**src/rtl/buffer_wr_arbiter_if.sv**
```systemverilog
// Write-side bundle between the producers/FIFO (master) and buffer_wr_arbiter (slave).
interface buffer_wr_arbiter_if #(
  parameter int unsigned bit_width = 16,
  parameter int unsigned n_req     = 4
);
  logic [n_req-1:0]           req;
  logic [n_req*bit_width-1:0] req_data;
  logic                       full;
  logic [n_req-1:0]           gnt;
  logic                       load;
  logic [bit_width-1:0]       data_out;
  logic                       busy;

  modport master (output req, req_data, full, input gnt, load, data_out, busy);
  modport slave  (input req, req_data, full, output gnt, load, data_out, busy);
endinterface

```
**src/rtl/buffer_wr_arbiter.sv**
```systemverilog
// Round-robin burst arbiter sharing one FIFO write port among n_req producers.
// Define BUF_ARB_FIXED_PRIO_EN to select lowest-index fixed priority instead of round-robin.
module buffer_wr_arbiter #(
  parameter int unsigned bit_width = 16,
  parameter int unsigned n_req     = 4,
  parameter int unsigned burst_len = 4
) (
  input  logic               clk,
  input  logic               rst_n,
  buffer_wr_arbiter_if.slave bus
);
  localparam int unsigned IW = (n_req > 1) ? $clog2(n_req) : 1;
  localparam int unsigned CW = 8;
  localparam logic [CW-1:0] CNT_LAST = CW'(burst_len - 1);
  localparam logic [n_req-1:0] GNT_ONE = {{(n_req-1){1'b0}}, 1'b1};

  typedef enum logic {IDLE = 1'b0, GRANT = 1'b1} state_e;

  state_e        state_q, state_d;
  logic [IW-1:0] own_q, own_d;
  logic [IW-1:0] last_q, last_d;
  logic [CW-1:0] cnt_q, cnt_d;
  logic [IW-1:0] win_c;
  logic          busy_c, req_own_c, acc_c;

`ifdef BUF_ARB_FIXED_PRIO_EN
  // Lowest set index wins; scanning downward leaves the lowest one last.
  always_comb begin
    win_c = '0;
    for (int i = int'(n_req) - 1; i >= 0; i--) begin
      if (bus.req[IW'(i)]) win_c = IW'(i);
    end
  end
`else
  // First set request found searching upward from last+1, wrapping at n_req.
  always_comb begin
    int unsigned idx;
    logic        found;
    win_c = '0;
    found = 1'b0;
    idx   = 0;
    for (int unsigned i = 1; i <= n_req; i++) begin
      idx = (32'(last_q) + i) % n_req;
      if (!found && bus.req[IW'(idx)]) begin
        win_c = IW'(idx);
        found = 1'b1;
      end
    end
  end
`endif

  assign busy_c    = (state_q == GRANT);
  assign req_own_c = bus.req[own_q];
  assign acc_c     = busy_c & req_own_c & ~bus.full;

  always_comb begin
    state_d = state_q;
    own_d   = own_q;
    last_d  = last_q;
    cnt_d   = cnt_q;
    case (state_q)
      IDLE: begin
        if (|bus.req) begin
          own_d   = win_c;
          cnt_d   = '0;
          state_d = GRANT;
        end
      end
      GRANT: begin
        // A dropped request releases even while full; full alone only stalls.
        if (!req_own_c) begin
          last_d  = own_q;
          state_d = IDLE;
        end else if (!bus.full) begin
          if (cnt_q == CNT_LAST) begin
            last_d  = own_q;
            state_d = IDLE;
          end else begin
            cnt_d = cnt_q + CW'(1);
          end
        end
      end
      default: state_d = IDLE;
    endcase
  end

  always_ff @(posedge clk or negedge rst_n) begin
    if (!rst_n) begin
      state_q <= IDLE;
      own_q   <= '0;
      last_q  <= IW'(n_req - 1);
      cnt_q   <= '0;
    end else begin
      state_q <= state_d;
      own_q   <= own_d;
      last_q  <= last_d;
      cnt_q   <= cnt_d;
    end
  end

  assign bus.busy     = busy_c;
  assign bus.load     = acc_c;
  assign bus.gnt      = acc_c ? (GNT_ONE << own_q) : '0;
  assign bus.data_out = busy_c ? bus.req_data[32'(own_q)*bit_width +: bit_width] : '0;

endmodule

```
**src/flat_wrapper.sv**
```systemverilog
// flat-port wrapper written by rule: the top's interface ports become plain ports
module buffer_wr_arbiter_flat 
#(
  parameter int unsigned bit_width = 16,
  parameter int unsigned n_req     = 4,
  parameter int unsigned burst_len = 4
)
  (clk, rst_n, bus_req, bus_req_data, bus_full, bus_gnt, bus_load, bus_data_out, bus_busy);
  buffer_wr_arbiter_if #(.bit_width(bit_width), .n_req(n_req)) bus_i ();
  input  logic clk;
  input  logic rst_n;
  input wire logic [$bits(bus_i.req)-1:0] bus_req;
  input wire logic [$bits(bus_i.req_data)-1:0] bus_req_data;
  input wire logic [$bits(bus_i.full)-1:0] bus_full;
  output wire logic [$bits(bus_i.gnt)-1:0] bus_gnt;
  output wire logic [$bits(bus_i.load)-1:0] bus_load;
  output wire logic [$bits(bus_i.data_out)-1:0] bus_data_out;
  output wire logic [$bits(bus_i.busy)-1:0] bus_busy;
  assign bus_i.req = bus_req;
  assign bus_i.req_data = bus_req_data;
  assign bus_i.full = bus_full;
  assign bus_gnt = bus_i.gnt;
  assign bus_load = bus_i.load;
  assign bus_data_out = bus_i.data_out;
  assign bus_busy = bus_i.busy;
  buffer_wr_arbiter #(.bit_width(bit_width), .n_req(n_req), .burst_len(burst_len)) u_core (.clk(clk), .rst_n(rst_n), .bus(bus_i));
endmodule
```
**config.mk**
```make
export PLATFORM = sky130hd
export DESIGN_NAME = buffer_wr_arbiter_flat
export DESIGN_NICKNAME = d
export VERILOG_FILES = /design/src/rtl/buffer_wr_arbiter_if.sv /design/src/rtl/buffer_wr_arbiter.sv /design/src/flat_wrapper.sv
export SDC_FILE = /design/constraint.sdc
export NUM_CORES = 1
export LEC_CHECK = 0
export CORE_MARGIN = 1.5
export CORE_UTILIZATION = 60
export CTS_CLUSTER_DIAMETER = 200
export CTS_CLUSTER_SIZE = 10
export DETAILED_ROUTE_END_ITERATION = 8
export DONT_BUFFER_PORTS = 1
export PLACE_DENSITY = 0.73
export SLEW_MARGIN = 20
export SYNTH_ARGS = -nofsm -noshare
export SYNTH_HDL_FRONTEND = slang
export SYNTH_SLANG_ARGS = --single-unit
export TNS_END_PERCENT = 10
```
**constraint.sdc**
```tcl
create_clock -name clk -period 2 [get_ports clk]
set_input_delay 0.2 -clock clk [delete_from_list [all_inputs] [get_ports clk]]
set_output_delay 0.2 -clock clk [all_outputs]
set_load 0.005 [all_outputs]
```
[Word level (Yosys, flattened, before mapping)]
Cells that the tools add are included.
Widths: inputs -> output; s select.
Operators by class
  $add $sub $neg: 5
  $lt $le $gt $ge: 5
  eq/ne operators: 7
  shift-type cells: 2
  muxes and demuxes: 32
  bitwise operators: 4
  reductions and logical operators: 10
Operators by type and width (number)
  $shiftx 64x7->16: 1
  $mux 8: 4
  $mux 16: 1
  $pmux 8 s2: 1
  $lt 2x3->1 const B: 5
  $mux 2: 7
  $mux 1: 12
  $bmux 1 s2: 5
  $ne 2x2->1 const B: 5
  $add 8x1->8 const B: 1
  $eq 8x2->1 const B: 1
  $add 2x1->2 const B: 2
  $add 2x2->2 const B: 2
  $mux 4: 1
  $reduce_and 4->1: 1
  $reduce_or 4->1: 1
  $shl 1x2->4 const A: 1
  $logic_and 1x1->1: 3
  $logic_not 1->1: 3
  $reduce_and 3->1: 1
  $and 1x1->1: 2
  $ne 2x1->1 const B: 1
  $not 1->1: 2
  $pmux 1 s2: 1
  $reduce_and 2->1: 1
Word-level totals
  bits in registers: 13
  input port bits: 71
  output and inout port bits: 22
  word-level logic and storage cells: 69

[Depth between registers and ports, before layout]
Gate-level depths: netlist of run 1.
  depth after elaboration: 13
  gate-level depth with buffers: 5
  mapped depth without buffers: 5

[Worst setup path after synthesis of run 1]
No wires, ideal clock.
  kind: register -> register
  start: register u_core.cnt_q[0]
  end: register u_core.last_q[0]
  library setup time: 0.082 ns
  data arrival time: 1.635 ns
  required time: 1.918 ns
  slack: 0.282 ns
  stages on the path, launching flop included: 6
  buffers on the path: 0
  period minus slack after synthesis: 1.718 ns
  path through: dfrtp_1 -> ha_1 -> or4b_4 -> o31ai_2 -> nand2_1 -> mux2_2
Between the ends
  longest elaborated chain between the ends: 3
RTL lines
  from (decl): RTL line buffer_wr_arbiter.sv:22  | logic [CW-1:0] cnt_q, cnt_d;
  from (signal assigned): RTL line buffer_wr_arbiter.sv:97  | cnt_q <= cnt_d;
  $eq 8x2->1: RTL line buffer_wr_arbiter.sv:75  | if (cnt_q == CNT_LAST) begin
  $ne 2x2->1 (no source line)
  $reduce_and 3->1 (no source line)
  to (signal assigned): RTL line buffer_wr_arbiter.sv:91  | last_q <= IW'(n_req - 1);
  to (signal assigned): RTL line buffer_wr_arbiter.sv:96  | last_q <= last_d;
  to (decl): RTL line buffer_wr_arbiter.sv:21  | logic [IW-1:0] last_q, last_d;
No other way between the ends.
A chain may end at the register's enable or synchronous reset.

[Worst setup path after layout of run 1]
  start: register u_core.own_q[0]
  end: output bus_load
Between the ends
  longest elaborated chain between the ends: 4
RTL lines
  from (decl): RTL line buffer_wr_arbiter.sv:20  | logic [IW-1:0] own_q, own_d;
  from (signal assigned): RTL line buffer_wr_arbiter.sv:95  | own_q <= own_d;
  $bmux 1 s2: RTL line buffer_wr_arbiter.sv:53  | assign req_own_c = bus.req[own_q];
  $mux 1 (not written as such): RTL line buffer_wr_arbiter.sv:53
  $and 1x1->1 (2 in a row): RTL line buffer_wr_arbiter.sv:54  | assign acc_c = busy_c & req_own_c & ~bus.full;
  to (decl): RTL line flat_wrapper.sv:16  | output wire logic [$bits(bus_i.load)-1:0] bus_load;
No other way between the ends. The select of a mux whose other input is x is not followed.

==> out/results.ini, run 1 <==
[sta]
maxClockFrequency_mhz=538
slew_viol_final=0
rsz0062_at_grt=false
tightest_slew_ns=0.560
tns_ns=0
setup_violations=0
timing.final.crit_share=0.930
skew_ns=0.000555
period_minus_slack_ns=1.86
relSlewSlack=0.625
hold_violations=0

[synthesis]
ys_seq_area_frac=0.255
yosys.area.top_type=mux4_2
synth-main-ff-cell=dfrtp_1
ys_warn_count=0
syn_nets=192
synth_cell_types=35
syn_area_per_cell_um2=10.7
synthTopCellsByArea=mux4_2, dfrtp_1, and2_1
synth_edf_count=0
syn_area_um2=1280
synthArstFlopShare=1.00
syn-instance-count=120
ys_seq_elements=13
synth_top_area_frac=0.298

[grt]
grt_max_degree=23
antenna_found_initial=0
overflow=0
grt_util_all_layers=0.245
grt_pass1_vias=995
grt_pass1_wl_um=4660

[critical_path]
r2r_start=u_core.cnt_q[0]
worstSetupStartpointType=register
crit_required_ns=1.80
critical_path.endpoint=bus_load
r2r_slack_ns=0.15
crit_start=u_core.own_q[0]
cp_max_fo=6
critical_path.endpoint_type=primary output
cp.arrival_ns=1.66
ff2ff_path_depth=5
crit_type=register to primary output
reg2reg_to=u_core.cnt_q[2]

[routing]
detail_route.wl_per_cell_um=19.1
via_per_inst=6.71
wirelength_um=2870
num_vias=1006
first_pass_iters=4
ant_nets=0
drtIter0Drc=31
drc=0

[pwr]
ir_drop_mv=1.08
switching_share=0.389
switching_power_uw=652
pwr_density_cell_nw_per_um2=1230
seq_power_share=0.255
intPower_uw=1020
pwr-share-clk=0.092
comb_power_share=0.652
power_uw=1680
p_leak_uw=0.000524

[cts]
tritoncts=yes
post_cts_resized=0
clkTransAtPathRegs_ns=0.08
cts-root-buf=clkbuf_4
cts_inserted_buffers=3
clock_sinks=13
worstSkewPairLatency_ns=0.26
post_cts_buffers=0
cts_max_level=1
postCtsHoldBufs=1
cts_max_path_buffers=2

[finish]
diodes=0
drive_gt1_frac=0.301
stdcell_count=150
final_area_um2=1360
fin_nets=196
areaGrowthSynthToFinish_pct=5.84

[placed_design]
dp_hpwl_um=2360
place_area_um2=1320
place_congestion=0.889
dp_cells=145
portBuffers=0

[floorplanning]
start_util=0.648
die_w_um=49.3
die-area_um2=2430
rows=16
die-height_um=49.3
ios=93
core_um2=1980

[flow_run]
max_cap_violations=0

[worst_hold_path]
worstHoldPathType=primary input to register
hp-start=bus_full

[run_status]
status=completed

==> synth_stat cells (2+ instances only) <==
cell      instances
and4_4            2
mux2i_1           4
inv_1             3
a21oi_1           5
nand4_1           2
and2_1           17
clkbuf_1          5
mux4_2           17
dfstp_2           2
buf_2             2
nor3b_1           2
nor2b_1           2
o21ai_0           7
mux2_2            2
or3_1             2
and4_1            2
dfrtp_1          11
nand2_1          11
nor2_1            3
or2_2             2
nand3_1           3
==> power by group through the flow <==
stage | sequential [uW] | combinational (uW) | clock (uW)
floorplan | 424 | 920 | 0
CTS | 426 | 1100 | 158
detailed placement | 431 | 1090 | 0
global route | 441 | 1210 | 171
global placement | 427 | 1080 | 0
finish | 428 | 1090 | 155
==> layer usage <==
layer / vias to the layer above / GRT usage / part of all wire
met5: - / 0 / 0
met4: 0 / 0.0381 / 0.0038
met3: 2 / 0.0736 / 0.088
met2: 46 / 0.414 / 0.51
met1: 491 / 0.315 / 0.40
li1: 467 / - / -
==> stage by stage <==
stage / hold WS [ns] / utilization / setup WS (ns)
after CTS: 0.157 / 0.686 / 0.132
final: 0.162 / 0.686 / 0.140
after detailed placement: -0.0953 / 0.668 / 0.162
after floorplan: -0.0956 / - / 0.282
after global placement: -0.0953 / 0.668 / 0.212
after global routing: 0.191 / 0.686 / 0.0265
==> worst min path at each step <==
stage	slack, ns	end	cells past startpoint
final	0.16	u_core.bus.busy	2
after global routing	0.19	u_core.bus.busy	2
after CTS	0.16	u_core.bus.busy	2
after detailed placement	-0.1	u_core.cnt_q[2]	0
after global placement	-0.1	u_core.cnt_q[5]	0
after floorplan	-0.1	u_core.bus.busy	0
==> sequential cells by signal, summed over array words and instances, names as in the netlist <==
name / cells
u_core.last_q: 2
u_core.cnt_q: 8
u_core.own_q: 2
u_core.bus.busy: 1
==> cells in the final DEF, fill, tap and decap left out, types with 3 or more instances in the layout <==
master / count
nand2_1: 11
a21oi_1: 5
nor2_1: 3
buf_4: 6
mux2i_1: 4
inv_1: 3
and2_1: 17
o21ai_0: 7
dfrtp_1: 11
mux4_2: 17
nand3_1: 3
clkbuf_4: 3
==> layout make-up <==
type	count	area, um^2
well taps	27	33.8
flip-flops and latches	13	328
fillers	151	622
multi-input cells	96	906
repair buffers	7	55.1
clock buffers	4	26.3
inverters	3	11.3
==> cells by family after synthesis <==
kind of cell,after synthesis,synth area share
AOI/OAI and AO/OA,18,0.0896
muxes,23,0.347
DFF,13,0.255
buffers and inverters,11,0.0399
adders and majority gates,1,0.00974
and+or+nand+nor,53,0.252
xor gates and xnor gates,1,0.00682
==> worst max-delay path, cell delays in order, from the launching register on <==
cell     delay, ns
dfrtp_1       0.41
mux4_2        0.58
and2_1        0.25
buf_4         0.16
No activity file was read; power rests on OpenSTA's default activity.
==> run 2: changes to the inputs <==
- ABC_CLOCK_PERIOD_IN_PS: unset -> 2000
- SKIP_LAST_GASP: unset -> 1
==> results of run 2 <==
The final DEF is identical to that of run 1; final timing and power are the same.
